**config.mk**
```make
export PLATFORM = sky130hd
export DESIGN_NAME = awb_gain
export DESIGN_NICKNAME = d
export VERILOG_FILES = /design/src/rtl/awb_gain.sv
export SDC_FILE = /design/constraint.sdc
export NUM_CORES = 1
export LEC_CHECK = 0
export BUFFER_PORTS_ARGS = -buffer_cell sky130_fd_sc_hd__buf_2
export CORE_MARGIN = 1
export CORE_UTILIZATION = 50
export CTS_CLUSTER_SIZE = 24
export DETAILED_ROUTE_END_ITERATION = 8
export GPL_TIMING_DRIVEN = 0
export HOLD_SLACK_MARGIN = 0.05
export PLACE_DENSITY = 0.7
export SYNTH_ARGS = -nofsm -noshare
export SYNTH_HDL_FRONTEND = slang
export SYNTH_SLANG_ARGS = --single-unit
```
**constraint.sdc**
```tcl
create_clock -name clk -period 3.3 [get_ports clk]
set_clock_uncertainty 0.15 [all_clocks]
set_input_delay 0.66 -clock clk [delete_from_list [all_inputs] [get_ports clk]]
set_output_delay 0.66 -clock clk [all_outputs]
set_load 0.05 [all_outputs]
```
**src/rtl/awb_gain.sv**
```systemverilog
// Gray-world auto-white-balance gain calculator: K_X = (R+G+B)/3 / X, via three lockstep
// restoring dividers. Define AWB_GAIN_CLIP_EN to clamp every gain to 4.0.
module awb_gain #(
  parameter int unsigned FRAC_BITS = 8
) (
  input  logic        clk,
  input  logic        rst,
  input  logic        valid_i,
  input  logic [7:0]  r_mean_i,
  input  logic [7:0]  g_mean_i,
  input  logic [7:0]  b_mean_i,
  output logic [15:0] K_R_o,
  output logic [15:0] K_G_o,
  output logic [15:0] K_B_o,
  output logic        finish_o
);

  typedef enum logic [1:0] {StIdle, StLoad, StDiv, StDone} state_e;

`ifdef AWB_GAIN_CLIP_EN
  localparam logic [15:0] GainMax = 16'(4 << FRAC_BITS);
`endif

  state_e state_q, state_d;

  // Channel index 0 = red, 1 = green, 2 = blue.
  logic [2:0][7:0]  mean_q;
  logic [15:0]      num_q;
  logic [3:0]       iter_q;
  logic [2:0][9:0]  div_q;
  logic [2:0][9:0]  rem_q;
  logic [2:0][9:0]  rem_d;
  logic [2:0]       zero_q;
  logic [2:0][14:0] quo_q;
  logic [2:0][15:0] quo_d;
  logic [2:0][15:0] gain;
  logic [2:0][15:0] k_q;
  logic             finish_q;

  logic [9:0]  sum;
  logic [17:0] numer;
  logic [10:0] trial;

  assign sum   = 10'(mean_q[0]) + 10'(mean_q[1]) + 10'(mean_q[2]);
  assign numer = 18'(sum) << FRAC_BITS;

  always_comb begin
    state_d = state_q;
    unique case (state_q)
      StIdle:  if (valid_i) state_d = StLoad;
      StLoad:  state_d = StDiv;
      StDiv:   if (iter_q == 4'd15) state_d = StDone;
      StDone:  state_d = StIdle;
      default: state_d = StIdle;
    endcase
  end

  // One restoring-division step per channel; the shared numerator shifts out MSB first.
  always_comb begin
    trial = '0;
    rem_d = '0;
    quo_d = '0;
    gain  = '0;
    for (int c = 0; c < 3; c++) begin
      trial = {rem_q[c], num_q[15]};
      if (trial >= {1'b0, div_q[c]}) begin
        rem_d[c] = 10'(trial - {1'b0, div_q[c]});
        quo_d[c] = {quo_q[c], 1'b1};
      end else begin
        rem_d[c] = trial[9:0];
        quo_d[c] = {quo_q[c], 1'b0};
      end
`ifdef AWB_GAIN_CLIP_EN
      if (zero_q[c] || (quo_d[c] > GainMax)) begin
        gain[c] = GainMax;
      end else begin
        gain[c] = quo_d[c];
      end
`else
      gain[c] = zero_q[c] ? 16'hFFFF : quo_d[c];
`endif
    end
  end

  always_ff @(posedge clk) begin
    if (rst) begin
      state_q  <= StIdle;
      mean_q   <= '0;
      num_q    <= '0;
      iter_q   <= '0;
      div_q    <= '0;
      rem_q    <= '0;
      zero_q   <= '0;
      quo_q    <= '0;
      k_q      <= '0;
      finish_q <= 1'b0;
    end else begin
      state_q  <= state_d;
      finish_q <= 1'b0;
      case (state_q)
        StIdle: begin
          if (valid_i) mean_q <= {b_mean_i, g_mean_i, r_mean_i};
        end
        StLoad: begin
          num_q  <= numer[15:0];
          iter_q <= '0;
          quo_q  <= '0;
          for (int c = 0; c < 3; c++) begin
            div_q[c]  <= 10'(mean_q[c]) * 10'd3;
            zero_q[c] <= (mean_q[c] == 8'd0);
            // Top two numerator bits seed the remainder; they are always below the divisor.
            rem_q[c]  <= {8'd0, numer[17:16]};
          end
        end
        StDiv: begin
          num_q  <= {num_q[14:0], 1'b0};
          iter_q <= iter_q + 4'd1;
          rem_q  <= rem_d;
          for (int c = 0; c < 3; c++) begin
            quo_q[c] <= quo_d[c][14:0];
          end
          // The final quotient bit is taken combinationally so gains are valid in DONE.
          if (iter_q == 4'd15) begin
            k_q      <= gain;
            finish_q <= 1'b1;
          end
        end
        default: ;
      endcase
    end
  end

  assign K_R_o    = k_q[0];
  assign K_G_o    = k_q[1];
  assign K_B_o    = k_q[2];
  assign finish_o = finish_q;

endmodule

```
==> impl_metrics.yaml <==
job:
  maxCapViolCount: 0
sta:
  tightest_slew_ps: 805.8
  period_needed_ps: 3022
  finalHoldViolCount: 0
  min_period_over_period: 0.9158
  setup-violations-final: 0
  max_freq_mhz: 330.9
  fin_setup_tns_ps: 0
  maxSlewHeadroom: 0.4628
  rsz0062_at_grt: "false"
  final-max-slew-violation-count: 0
  setup_ws_ps: 278.0
synthesis:
  synth_area_um2: 10530
  syn_area_per_cell_um2: 8.159
  synth_top_family_by_area: "simple AND/OR/NAND/NOR gates"
  synthArstFlopShare: 0
  ys_warn_count: 0
  postSynthCellCount: 1291
  synth_adder_area_share: 0.1247
  synth_edf_count: 0
  synth_fp_nets: 1414
  synth_compound_area_frac: 0.1466
  synthMuxAreaShare: 0.03326
  synth-seq-area-share: 0.3706
  synth_xor_area_frac: 0.02661
  synthSimpleGateAreaFrac: 0.2412
  synth_seq_cells: 195
  synth_cell_types: 51
  synth-main-ff-cell: "dfxtp_1"
clock_network:
  ctsHtreeMaxLevel: 4
  hold_buffers: 0
  cts_num_sinks: 195
  cts_buffer_depth: 2
  cts_tree: "yes"
  clock_latency_ps: 430
  cts_root_buf: "clkbuf_16"
  clk_pin_slew_ps: 70
  cts_inserted_buffers: 17
detailed_routing:
  wl_per_cell_um: 16.08
  dr_wl_met2_um: 12110
  drtIter0Drc: 582
  drc: 0
  first_pass_iters: 8
  vias: 9240
  ant_nets: 0
  viasPerCell: 5.543
  drt-met1-wl_um: 12380
  highest_layer: "met4"
  drt_wl_total_um: 26810
  wl_met3_um: 1388
place:
  portBuffers: 74
  place_congestion: 0.8996
  dp_hpwl_um: 20300
  place_ws_ps: 183.5
power:
  irDropWorstVdd_uv: 365.4
  leakagePower_nw: 4.883
  power.density_nw_per_um2: 894.1
worst_setup_path:
  slowest_delay_ps: 510
  required_ps: 3430
  r2r_cells: 8
  cp.buffers_inverters: 0
  path_class: "reg2reg"
  crit_top_cell: "a211oi_1"
  arrival_ps: 3160
  r2r-end: "rem_q[20]"
  startpoint_type: "flop"
  timing.rr.start: "mean_q[18]"
  r2r_setup_slack_ps: 280
  crit_slowest_cell: "dfxtp_1"
  path_delay_family: "compound AO/OA/AOI/OAI gates"
  worstSetupEndpointType: "flop"
  path_max_fanout: 6
  crit_chain: "fa_1, ha_1, a211oi_1, o21ai_0, a31oi_1, xnor2_1, a21boi_1, a211oi_1"
  cp.depth: 8
floorplanning:
  fp.dieW_um: 147.1
  die_y_um: 147.1
  core-area_um2: 20430
  rows: 52
  initial_core_util: 0.5156
  die_area_um2: 21650
  ios: 76
finish:
  area_growth_pct: 12.25
  layout.nets: 1507
  layout_common_cells: "dfxtp_1 (195), nor2_1 (136), nor3_1 (123)"
  drive_above_1_share: 0.09091
  fillerInstances: 1938
  mostFrequentLayoutCell: "dfxtp_1"
  fin_util: 0.5788
  diodes: 0
  register_area_um2: 3904
  multi_input_comb_area_um2: 6030
worst_hold_path:
  min_from: "b_mean_i[4]"
  hold_class: "in2reg"
  hold_depth: 3
  min_to: "mean_q[20]"
global_routing:
  grt_max_degree: 19
  antenna_found_initial: 0
  grt_pass1_vias: 8553
  gr-total-overflow: 0
  grt_use_total: 0.2533
  grt_pass1_wl_um: 43570
run_status:
  status: "finished clean"
## Yosys cell counts, drive strengths merged (2+ instances only)
cell type,n,area share
dfxtp,195,0.37
nor2,136,0.048
nor3,124,0.060
a21oi,110,0.052
nand2,105,0.037
ha,81,0.096
inv,77,0.027
nand3,63,0.030
nand2b,58,0.034
clkbuf,48,0.017
o21ai,44,0.023
mux2i,35,0.033
buf,29,0.012
xnor2,27,0.022
a211oi,23,0.016
a21o,16,0.011
o211ai,16,0.012
fa,15,0.029
nand4,7,0.0042
nor2b,7,0.0042
a2111oi,6,0.0068
o21a,6,0.0043
o21bai,6,0.0043
o31ai,6,0.0043
a221oi,5,0.0042
a31oi,5,0.0030
xor2,5,0.0042
a311oi,4,0.0033
nand3b,4,0.0029
nand4b,4,0.0033
nor4,4,0.0024
and4,3,0.0025
nor4b,3,0.0025
or4b,3,0.0032
nor3b,2,0.0014
or4,2,0.0014
## area by class of cell
class	instances	area share
buffer	77	0.02603
clock buffer	19	0.03746
clock inverter	13	0.01175
inverter	78	0.02476
multi-input combinational	941	0.5099
sequential	195	0.3302
tap	270	0.02857
timing repair buffer	74	0.03132
## how the worst max path moves through the flow
stage | endpoint | from
after detailed placement | rem_q[0] | mean_q[18]
after floorplan | num_q[15] | mean_q[1]
after global placement | rem_q[20] | mean_q[2]
after CTS | rem_q[20] | mean_q[18]
after global routing | rem_q[20] | mean_q[2]
final | rem_q[20] | mean_q[18]
## flip-flops by register name, indices dropped and copies added (netlist names), 3 cells and up
signal / flops
quo_q: 45
div_q: 30
rem_q: 30
mean_q: 24
K_B_o: 16
K_G_o: 16
K_R_o: 16
num_q: 8
iter_q: 4
zero_q: 3
## report_power, final
part / switching [mW] / total (mW) / leakage [nW] / internal (mW)
combinational: 3.38 / 5.62 / 3.02 / 2.23
sequential: 0.258 / 2.87 / 1.58 / 2.61
clock: 0.991 / 2.08 / 0.283 / 1.09
total: 4.63 / 10.6 / 4.88 / 5.94
## routing by layer
metal	up-vias	track usage
met4	0	0.1108
li1	4642	-
met2	258	0.4073
met5	-	0
met1	4285	0.3313
met3	55	0.04658
## worst min-delay path, stage by stage
cell and delay, ps:
buf_2 90, nand2_1 40, a21oi_1 50
## kinds of logic after synthesis
group,count (synthesis)
AOI/OAI and AO/OA,249
xor gates and xnor gates,32
and+or+nand+nor,529
DFF,195
muxes,35
buffers and inverters,155
adders and majority gates,96
## repair_timing
action                     in CTS  in global routing
setup endpoints to repair       0                  3
resized for setup               0                  1
setup buffers                   0                  0
## stage by stage
stage	cell area, µm²	hold WS, ps	power (mW)	instances
2_1_floorplan	10530	275.5	7.131	1291
3_3_place_gp	11240	295.1	8.387	1635
3_5_place_dp	11240	297.2	8.467	1635
4_1_cts	11820	299.7	10.55	1667
5_1_grt	11820	315.6	11.30	1667
6_report	11820	309.2	10.57	1667
Note: power is estimated with default switching activity, not from simulation.
